File: src/rtl/mem_test_pkg.sv
// Shared types and March C- element tables for the SRAM BIST controller.
package mem_test_pkg;

  typedef enum logic [3:0] {
    IDLE  = 4'd0,
    M0    = 4'd1,
    M1    = 4'd2,
    M2    = 4'd3,
    M3    = 4'd4,
    M4    = 4'd5,
    M5    = 4'd6,
    DRAIN = 4'd7,
    DONE  = 4'd8
  } bist_state_t;

  localparam int DATA_W_DEF = 8;
  localparam logic [DATA_W_DEF-1:0] D0 = {DATA_W_DEF{1'b0}};
  localparam logic [DATA_W_DEF-1:0] D1 = {DATA_W_DEF{1'b1}};

  // Backgrounds are stored as one bit and replicated to the word width at use.
  typedef struct packed {
    logic has_read;
    logic has_write;
    logic read_bg;
    logic write_bg;
  } elem_op_t;

  function automatic logic elem_down(input logic [2:0] e);
    return (e == 3'd3) || (e == 3'd4);
  endfunction

  function automatic elem_op_t elem_op(input logic [2:0] e);
    case (e)
      3'd0:    return elem_op_t'(4'b0100);
      3'd1:    return elem_op_t'(4'b1101);
      3'd2:    return elem_op_t'(4'b1110);
      3'd3:    return elem_op_t'(4'b1101);
      3'd4:    return elem_op_t'(4'b1110);
      3'd5:    return elem_op_t'(4'b1000);
      default: return elem_op_t'(4'b0000);
    endcase
  endfunction

endpackage

File: src/rtl/sram_march_bist_if.sv
// SRAM-side port of the BIST controller; master drives the macro, slave is the macro.
interface sram_march_bist_if #(
  parameter int ADDR_W = 10,
  parameter int DATA_W = 8
);
  logic              sram_we;
  logic [ADDR_W-1:0] sram_address;
  logic [DATA_W-1:0] sram_data_in;
  logic [DATA_W-1:0] sram_data_out;

  modport master (output sram_we, sram_address, sram_data_in, input sram_data_out);
  modport slave  (input sram_we, sram_address, sram_data_in, output sram_data_out);
endinterface

File: src/rtl/bist_compare_pipe.sv
// Read-data delay line aligned to the SRAM latency, comparator, saturating error
// counter and sticky first-failure capture.
module bist_compare_pipe #(
  parameter int ADDR_W       = 10,
  parameter int DATA_W       = 8,
  parameter int READ_LATENCY = 1
) (
  input  logic              clk,
  input  logic              rst,
  input  logic              clr_i,
  input  logic              push_i,
  input  logic [ADDR_W-1:0] addr_i,
  input  logic [DATA_W-1:0] exp_i,
  input  logic [DATA_W-1:0] rd_data_i,
  output logic              miss_o,
  output logic [7:0]        err_count_o,
  output logic [ADDR_W-1:0] fail_addr_o,
  output logic [DATA_W-1:0] fail_exp_o,
  output logic [DATA_W-1:0] fail_act_o
);
  localparam int LAST = READ_LATENCY - 1;

  logic [READ_LATENCY-1:0]             vld_q;
  logic [READ_LATENCY-1:0][ADDR_W-1:0] addr_q;
  logic [READ_LATENCY-1:0][DATA_W-1:0] exp_q;
  logic [7:0]                          err_q;
  logic [ADDR_W-1:0]                   faddr_q;
  logic [DATA_W-1:0]                   fexp_q;
  logic [DATA_W-1:0]                   fact_q;

  assign miss_o = vld_q[LAST] && (rd_data_i != exp_q[LAST]);

  always_ff @(posedge clk or posedge rst) begin
    if (rst) begin
      vld_q   <= '0;
      addr_q  <= '0;
      exp_q   <= '0;
      err_q   <= '0;
      faddr_q <= '0;
      fexp_q  <= '0;
      fact_q  <= '0;
    end else if (clr_i) begin
      vld_q   <= '0;
      err_q   <= '0;
      faddr_q <= '0;
      fexp_q  <= '0;
      fact_q  <= '0;
    end else begin
      vld_q[0]  <= push_i;
      addr_q[0] <= addr_i;
      exp_q[0]  <= exp_i;
      for (int i = 1; i < READ_LATENCY; i++) begin
        vld_q[i]  <= vld_q[i-1];
        addr_q[i] <= addr_q[i-1];
        exp_q[i]  <= exp_q[i-1];
      end
      if (miss_o) begin
        if (err_q != 8'hFF) err_q <= err_q + 8'd1;
        if (err_q == 8'd0) begin
          faddr_q <= addr_q[LAST];
          fexp_q  <= exp_q[LAST];
          fact_q  <= rd_data_i;
        end
      end
    end
  end

  assign err_count_o = err_q;
  assign fail_addr_o = faddr_q;
  assign fail_exp_o  = fexp_q;
  assign fail_act_o  = fact_q;

endmodule

File: src/rtl/sram_march_bist.sv
// March C- BIST controller: element sequencer and address generator; compares
// are retired READ_LATENCY cycles later by bist_compare_pipe.
//   state | meaning
//   IDLE  | waiting for start, SRAM released
//   M0-M5 | March elements (M3/M4 descending, M1-M4 read+write per address)
//   DRAIN | waiting for the last reads to retire
//   DONE  | result held until the next start
module sram_march_bist
  import mem_test_pkg::*;
#(
  parameter int ADDR_W       = 10,
  parameter int DATA_W       = 8,
  parameter int READ_LATENCY = 1
) (
  input  logic              clk,
  input  logic              reset,
  input  logic              start,
  output logic              busy,
  output logic              done,
  output logic              pass,
  output logic [ADDR_W-1:0] fail_addr,
  output logic [DATA_W-1:0] fail_expected,
  output logic [DATA_W-1:0] fail_actual,
  output logic [7:0]        err_count,
  sram_march_bist_if.master sram
);
  bist_state_t       state_q, state_d;
  logic [ADDR_W-1:0] addr_q, addr_d;
  logic              we_q, we_d;
  logic [DATA_W-1:0] din_q, din_d;
  logic [1:0]        drain_q, drain_d;
  logic              pass_q, pass_d;
  logic              clr, push, miss, last;
  logic [2:0]        elem, nelem;
  elem_op_t          op, nop;

  assign elem  = 3'(state_q - 4'd1);
  assign nelem = elem + 3'd1;
  assign op    = elem_op(elem);
  assign nop   = elem_op(nelem);
  assign last  = elem_down(elem) ? (addr_q == '0) : (addr_q == '1);

  always_comb begin
    state_d = state_q;
    addr_d  = addr_q;
    we_d    = 1'b0;
    din_d   = '0;
    drain_d = drain_q;
    pass_d  = pass_q;
    clr     = 1'b0;
    push    = 1'b0;
    case (state_q)
      IDLE, DONE: begin
        if (start) begin
          state_d = M0;
          addr_d  = '0;
          we_d    = 1'b1;
          pass_d  = 1'b0;
          clr     = 1'b1;
        end
      end
      M0, M1, M2, M3, M4, M5: begin
        push = op.has_read && !we_q;
        if (op.has_read && op.has_write && !we_q) begin
          we_d  = 1'b1;
          din_d = {DATA_W{op.write_bg}};
        end else if (!last) begin
          addr_d = elem_down(elem) ? addr_q - 1'b1 : addr_q + 1'b1;
          we_d   = !op.has_read;
          din_d  = op.has_read ? '0 : {DATA_W{op.write_bg}};
        end else if (state_q == M5) begin
          state_d = DRAIN;
          drain_d = 2'(READ_LATENCY - 1);
        end else begin
          // Next element starts on the very next cycle from its own end of the array.
          state_d = bist_state_t'(state_q + 4'd1);
          addr_d  = {ADDR_W{elem_down(nelem)}};
          we_d    = !nop.has_read;
          din_d   = nop.has_read ? '0 : {DATA_W{nop.write_bg}};
        end
      end
      DRAIN: begin
        if (drain_q == 2'd0) begin
          state_d = DONE;
          pass_d  = (err_count == 8'd0) && !miss;
        end else begin
          drain_d = drain_q - 2'd1;
        end
      end
      default: state_d = IDLE;
    endcase
  end

  always_ff @(posedge clk or posedge reset) begin
    if (reset) begin
      state_q <= IDLE;
      addr_q  <= '0;
      we_q    <= 1'b0;
      din_q   <= '0;
      drain_q <= '0;
      pass_q  <= 1'b0;
    end else begin
      state_q <= state_d;
      addr_q  <= addr_d;
      we_q    <= we_d;
      din_q   <= din_d;
      drain_q <= drain_d;
      pass_q  <= pass_d;
    end
  end

  bist_compare_pipe #(
    .ADDR_W      (ADDR_W),
    .DATA_W      (DATA_W),
    .READ_LATENCY(READ_LATENCY)
  ) u_cmp (
    .clk        (clk),
    .rst        (reset),
    .clr_i      (clr),
    .push_i     (push),
    .addr_i     (addr_q),
    .exp_i      ({DATA_W{op.read_bg}}),
    .rd_data_i  (sram.sram_data_out),
    .miss_o     (miss),
    .err_count_o(err_count),
    .fail_addr_o(fail_addr),
    .fail_exp_o (fail_expected),
    .fail_act_o (fail_actual)
  );

  assign busy              = (state_q != IDLE) && (state_q != DONE);
  assign done              = (state_q == DONE);
  assign pass              = pass_q;
  assign sram.sram_we      = we_q;
  assign sram.sram_address = addr_q;
  assign sram.sram_data_in = din_q;

endmodule

File: src/flat_wrapper.sv
// flat-port wrapper written by rule: the top's interface ports become plain ports
module sram_march_bist_flat import mem_test_pkg::*;
#(
  parameter int ADDR_W       = 10,
  parameter int DATA_W       = 8,
  parameter int READ_LATENCY = 1
)
  (clk, reset, start, busy, done, pass, fail_addr, fail_expected, fail_actual, err_count, sram_sram_we, sram_sram_address, sram_sram_data_in, sram_sram_data_out);
  sram_march_bist_if #(.ADDR_W(ADDR_W), .DATA_W(DATA_W)) sram_i ();
  input  logic clk;
  input  logic reset;
  input  logic start;
  output logic busy;
  output logic done;
  output logic pass;
  output logic [ADDR_W-1:0] fail_addr;
  output logic [DATA_W-1:0] fail_expected;
  output logic [DATA_W-1:0] fail_actual;
  output logic [7:0] err_count;
  output wire logic [$bits(sram_i.sram_we)-1:0] sram_sram_we;
  output wire logic [$bits(sram_i.sram_address)-1:0] sram_sram_address;
  output wire logic [$bits(sram_i.sram_data_in)-1:0] sram_sram_data_in;
  input wire logic [$bits(sram_i.sram_data_out)-1:0] sram_sram_data_out;
  assign sram_sram_we = sram_i.sram_we;
  assign sram_sram_address = sram_i.sram_address;
  assign sram_sram_data_in = sram_i.sram_data_in;
  assign sram_i.sram_data_out = sram_sram_data_out;
  sram_march_bist #(.ADDR_W(ADDR_W), .DATA_W(DATA_W), .READ_LATENCY(READ_LATENCY)) u_core (.clk(clk), .reset(reset), .start(start), .busy(busy), .done(done), .pass(pass), .fail_addr(fail_addr), .fail_expected(fail_expected), .fail_actual(fail_actual), .err_count(err_count), .sram(sram_i));
endmodule
File: config.mk
export PLATFORM = sky130hd
export DESIGN_NAME = sram_march_bist_flat
export DESIGN_NICKNAME = d
export VERILOG_FILES = /design/src/rtl/mem_test_pkg.sv /design/src/rtl/sram_march_bist_if.sv /design/src/rtl/bist_compare_pipe.sv /design/src/rtl/sram_march_bist.sv /design/src/flat_wrapper.sv
export SDC_FILE = /design/constraint.sdc
export NUM_CORES = 1
export LEC_CHECK = 0
export CELL_PAD_IN_SITES_DETAIL_PLACEMENT = 1
export CELL_PAD_IN_SITES_GLOBAL_PLACEMENT = 1
export CORE_MARGIN = 10
export CORE_UTILIZATION = 44
export CTS_BUF_LIST = sky130_fd_sc_hd__clkbuf_8
export DETAILED_ROUTE_END_ITERATION = 7
export HOLD_SLACK_MARGIN = 0.15
export PLACE_DENSITY = 0.95
export SETUP_SLACK_MARGIN = 0.1
export SYNTH_ARGS = -nofsm -noshare
export SYNTH_HDL_FRONTEND = slang
export SYNTH_SLANG_ARGS = --single-unit
File: constraint.sdc
create_clock -name clk -period 5.84 [get_ports clk]
set_input_delay 0.876 -clock clk [delete_from_list [all_inputs] [get_ports clk]]
set_output_delay 0.876 -clock clk [all_outputs]
set_load 0.03 [all_outputs]
==> results of run 1 <==
-- flip-flops by register name, summed over array words and instances (netlist names) --
register	cells
u_core.u_cmp.fail_addr_o	10
u_core.sram.sram_we	1
u_core.drain_q	2
u_core.sram.sram_address	10
u_core.u_cmp.addr_q	10
u_core.u_cmp.err_count_o	8
u_core.pass	1
u_core.u_cmp.vld_q	1
u_core.sram.sram_data_in	1
u_core.state_q	4
u_core.u_cmp.fail_exp_o	1
u_core.u_cmp.exp_q	1
u_core.u_cmp.fail_act_o	8
-- per-layer routing --
| layer | up-vias | GRT usage, % | part of all wire (%) |
|---|---|---|---|
| met1 | 1467 | 21.8 | 42 |
| met4 | 0 | 5.51 | 1.1 |
| li1 | 1319 | - | - |
| met3 | 12 | 4.73 | 5.3 |
| met5 | - | 0 | 0 |
| met2 | 95 | 33.1 | 52 |
-- worst min-delay path, cell delays in order (launching register included) --
cell	delay, ps
dfrtp_1	350
nand2_1	50
nand2_1	50
-- through the flow --
stage / utilization, % / area, um^2 / setup slack (ps)
finish: 57.5 / 4200 / 2330
global route: 57.5 / 4200 / 2150
CTS: 57.5 / 4200 / 2350
detailed placement: 54.1 / 3950 / 2390
global placement: 54.1 / 3950 / 2470
floorplan: - / 3300 / 2750
-- cell usage after synthesis, types with 6 or more instances --
| library cell | n |
|---|---|
| o21ai_1 | 11 |
| a22o_1 | 20 |
| nand4_1 | 6 |
| inv_1 | 11 |
| ha_1 | 20 |
| o21ai_0 | 6 |
| a21oi_1 | 13 |
| xor2_1 | 9 |
| nand3_1 | 9 |
| nand2_1 | 55 |
| nor2_1 | 37 |
| dfrtp_1 | 58 |
| clkbuf_1 | 7 |
| buf_4 | 14 |
-- cell families (layout without fill, tap and decap cells) --
group | after synthesis | after routing | synth area share, %
compound gates | 72 | 72 | 15.6
xor+xnor | 14 | 14 | 3.94
fa+ha+maj | 21 | 21 | 8.19
buf+inv | 35 | 94 | 5.69
flops | 58 | 58 | 44.0
mux | 10 | 10 | 3.75
simple gates | 137 | 137 | 18.8
-- area by class of cell --
class / instances / area [um^2]
Timing Repair Buffer: 67 / 668
Clock buffer: 9 / 124
Sequential cell: 58 / 1450
Tap cell: 99 / 124
Multi-Input combinational cell: 254 / 1660
Clock inverter: 7 / 125
Fill cell: 842 / 3100
Inverter: 11 / 41.3
-- how the worst max path moves through the flow --
stage / endpoint / cells past startpoint
floorplan: u_core.sram.sram_address[8] / 11
detailed placement: u_core.u_cmp.fail_act_o[2] / 7
global route: u_core.sram.sram_address[9] / 11
global placement: u_core.u_cmp.fail_addr_o[5] / 7
finish: busy / 5
CTS: done / 5
==> impl_metrics.toml, run 1 <==
[floorplan]
die_w_um = 107
die-area_um2 = 11400
start_util_pct = 45.3
ios = 67
die_y_um = 107
core_area_um2 = 7290
num_rows = 31

[setup_path]
cp.arrival_ps = 2630
path_delay_family = "buffers and inverters"
worstSetupPathType = "reg2out"
r2r-end = "u_core.sram.sram_address[8]"
path_buf_inv = 3
startpoint_type = "flip-flop"
cp_max_fo = 7
startpoint = "u_core.state_q[0]"
reg2regPathDepth = 11
slowest_delay_ps = 650
setup.worst_path.end_class = "output pin"
worstReg2RegStart = "u_core.state_q[0]"
path_common_cell = "inv_1"
path_cells = "inv_1 > ha_1 > nor2b_1 > inv_1 > clkdlybuf4s50_1"
crit_slowest_cell = "clkdlybuf4s50_1"
reg2reg_slack_ps = 2340
cp.required_ps = 4960

[sta]
tightest_slew_ps = 1340
post-route-min-period_ps = 3510
finClkSkew_ps = 6.02
clock.fmax_mhz = 285
hold_viol = 0
setup_violations = 0
max_slew_margin_pct = 10.4
timing.final.crit_share_pct = 60.0
hold_slack_ps = 478
final_max_slew_viol_count = 0
fin_setup_tns_ps = 0
rsz0062_at_grt = "no"

[detailed_routing]
drt_pass1_iterations = 4
detail-route-antenna-nets = 0
drc_errors = 0
routed_via_density = 5.73
totalWireLength_mm = 10.6
drt_iter0_drc = 203
via_count = 2893
wl_per_cell_um = 21.0

[synthesis]
ys_ff_latch = 58
synth_ff_type = "dfrtp_1"
synthCells = 347
yosysTopAreaCell = "dfrtp_1"
synth_edf_count = 0
synth_top_area_share_pct = 44.0
ys_types = 47
ys_seq_area_share_pct = 44.0
synth_async_sr_flop_share_pct = 100
synthTopCellsByArea = "dfrtp_1 44%, ha_1 7.6%, nand2_1 6.3%, a22o_1 5.3%, nor2_1 4.2%"
syn-cell-area_um2 = 3300
yosys_warnings = 0
syn_nets = 379
syn_area_per_cell_um2 = 9.51

[placement]
dpl.cell_count = 489
dpl.hpwl_mm = 7.26
gp_congestion = 0.860
port_buffers = 66

[cts]
cts_setup_buffers = 0
clock-sinks = 58
insertion_delay_ps = 340
clkTransAtPathRegs_ps = 70
root_buffer = "clkbuf_8"
cts_buffers = 9
htree_levels = 3
ctsHoldBuffers = 0
cts_tree = "yes"
cts.path.max_buffers = 2
cts-resized-gates = 0

[cells_and_area]
area_delta_synth_final_pct = 27.1
num-nets-final = 433
layout-drive-gt1-share_pct = 6.65
layout.cells.non_filler = 505
final_common_cell = "clkdlybuf4s50_1"
diodes = 0
final_cell_mix = "66 x clkdlybuf4s50_1, 58 x dfrtp_1, 55 x nand2_1"

[grt]
track_usage_pct = 18.7
grt_max_degree = 59
grt_pass1_wl_mm = 17.2
overflow = 0
antenna_found_initial = 0
grt_pass1_vias = 3095

[worst_hold_path]
hold_end = "u_core.u_cmp.addr_q[6]"
min_from = "u_core.u_cmp.addr_q[6]"
whs_path_depth = 2
hold_class = "reg2reg"

[job]
cap_violations = 0

[status]
status = "complete, no violations"
Power of run 1 is not shown: default switching activity piles up to over one toggle a cycle in this logic, so the estimate is an artifact.
==> run 2, diff against run 1 <==
CORE_UTILIZATION = 41   (was 44)
PLACE_DENSITY = 0.94   (was 0.95)
clock period = 3.5 ns   (was 5.84 ns; I/O delays follow)
==> run 2 against run 1 <==
Effect of this change: hold slack lost 4.5 ps; critical path type is now reg2reg; setup slack lost 2000 ps; cell area shrank 0.33%; die area is 5.9% higher.
==> impl_metrics.toml, run 2 (synthesized netlist as in run 1, its figures left out) <==
[status]
status = "complete, no violations"

[worst_hold_path]
whs_path_depth = 2
hold_class = "reg2reg"
hold_end = "u_core.u_cmp.addr_q[6]"
min_from = "u_core.u_cmp.addr_q[6]"

[detailed_routing]
via_count = 2824
routed_via_density = 5.53
wl_per_cell_um = 18.7
detail-route-antenna-nets = 0
drc_errors = 0
totalWireLength_mm = 9.58
drt_iter0_drc = 115
drt_pass1_iterations = 4

[grt]
antenna_found_initial = 0
grt_pass1_wl_mm = 15.8
track_usage_pct = 16.5
overflow = 0
grt_max_degree = 41
grt_pass1_vias = 3115

[floorplan]
die_y_um = 110
start_util_pct = 42.5
core_area_um2 = 7770
ios = 67
die_w_um = 110
die-area_um2 = 12000
num_rows = 32

[sta]
finClkSkew_ps = 7.66
timing.final.crit_share_pct = 91.8
post-route-min-period_ps = 3210
final_max_slew_viol_count = 0
setup_violations = 0
max_slew_margin_pct = 16.2
hold_viol = 0
rsz0062_at_grt = "no"
tightest_slew_ps = 1250
fin_setup_tns_ps = 0
clock.fmax_mhz = 311

[job]
cap_violations = 0

[setup_path]
cp.required_ps = 3720
worstSetupPathType = "reg2reg"
startpoint_type = "flip-flop"
reg2regPathDepth = 10
r2r-end = "u_core.sram.sram_address[6]"
cp.arrival_ps = 3430
setup.worst_path.end_class = "flip-flop"
cp_max_fo = 11
worstReg2RegStart = "u_core.state_q[1]"
reg2reg_slack_ps = 290

[cts]
clock-sinks = 58
ctsHoldBuffers = 0
root_buffer = "clkbuf_8"
clkTransAtPathRegs_ps = 70
cts_tree = "yes"
cts_buffers = 9
htree_levels = 3
cts.path.max_buffers = 2
insertion_delay_ps = 340

[cells_and_area]
final_cell_mix = "66 x clkdlybuf4s50_1, 57 x dfrtp_1, 55 x nand2_1"
regArea_um2 = 1450
layout-drive-gt1-share_pct = 7.82
final_common_cell = "clkdlybuf4s50_1"
num-fill-cells = 891
num-nets-final = 436
area_delta_synth_final_pct = 26.7
diodes = 0
multiInputGateArea_um2 = 1670

[placement]
gp_congestion = 0.916
port_buffers = 66
dpl.hpwl_mm = 7.04
==> run 2: cell types whose count changed in the layout (fill, tap and decap cells not counted), sizes merged <==
cell	delta
clkinv	+1
clkbuf	+1
bufinv	-2
buf	+3
==> run 2: final cells by class <==
class	instances	area share [%]
clock buffers	10	3.29
clock inverters	6	1.38
inverters	11	0.987
multi-input cells	254	40.0
flip-flops and latches	58	34.7
well taps	102	3.05
repair buffers	70	16.5
==> run 2: per-layer routing <==
metal | share of wire (%) | global-route usage [%] | up-vias
met5 | 0 | 0 | -
met4 | 1.1 | 5.95 | 0
met3 | 5.8 | 4.39 | 11
met2 | 51 | 28.6 | 73
met1 | 42 | 19.1 | 1419
li1 | - | - | 1321
==> run 2: metrics by stage <==
stage,hold WS (ps),instance area (um^2),std cells,setup WS (ps),util [%]
final,474,4180,511,287,53.8
after CTS,481,4170,511,206,53.7
after global placement,451,3970,495,395,51.1
after floorplan,440,3300,347,405,-
after global routing,512,4180,511,102,53.8
after detailed placement,466,3970,495,264,51.1
==> run 2: worst max-delay path by stage <==
stage / start / end / depth (start not counted)
final: u_core.state_q[1] / u_core.sram.sram_address[6] / 10
after global placement: u_core.state_q[0] / u_core.sram.sram_address[8] / 11
after global routing: u_core.state_q[0] / u_core.sram.sram_address[9] / 11
after floorplan: u_core.state_q[0] / u_core.sram.sram_address[8] / 11
after detailed placement: u_core.state_q[0] / u_core.sram.sram_address[8] / 11
after CTS: u_core.state_q[0] / u_core.sram.sram_address[8] / 11
==> run 2: timing repair <==
action                                  in CTS  in global routing
endpoints found under the setup margin       0                  2
buffers inserted                             0                  0
gates resized for setup                      0                  3
==> run 2: worst max-delay path, stage by stage (launching register included) <==
cell and delay (ps):
dfrtp_1 460, inv_1 160, ha_1 290, xnor2_2 220
mux2_4 410, ha_1 390, and3_1 220, a221o_1 360
or3_1 340, a21oi_1 160, o21ai_1 70
Power of run 2 is left out for the same reason.
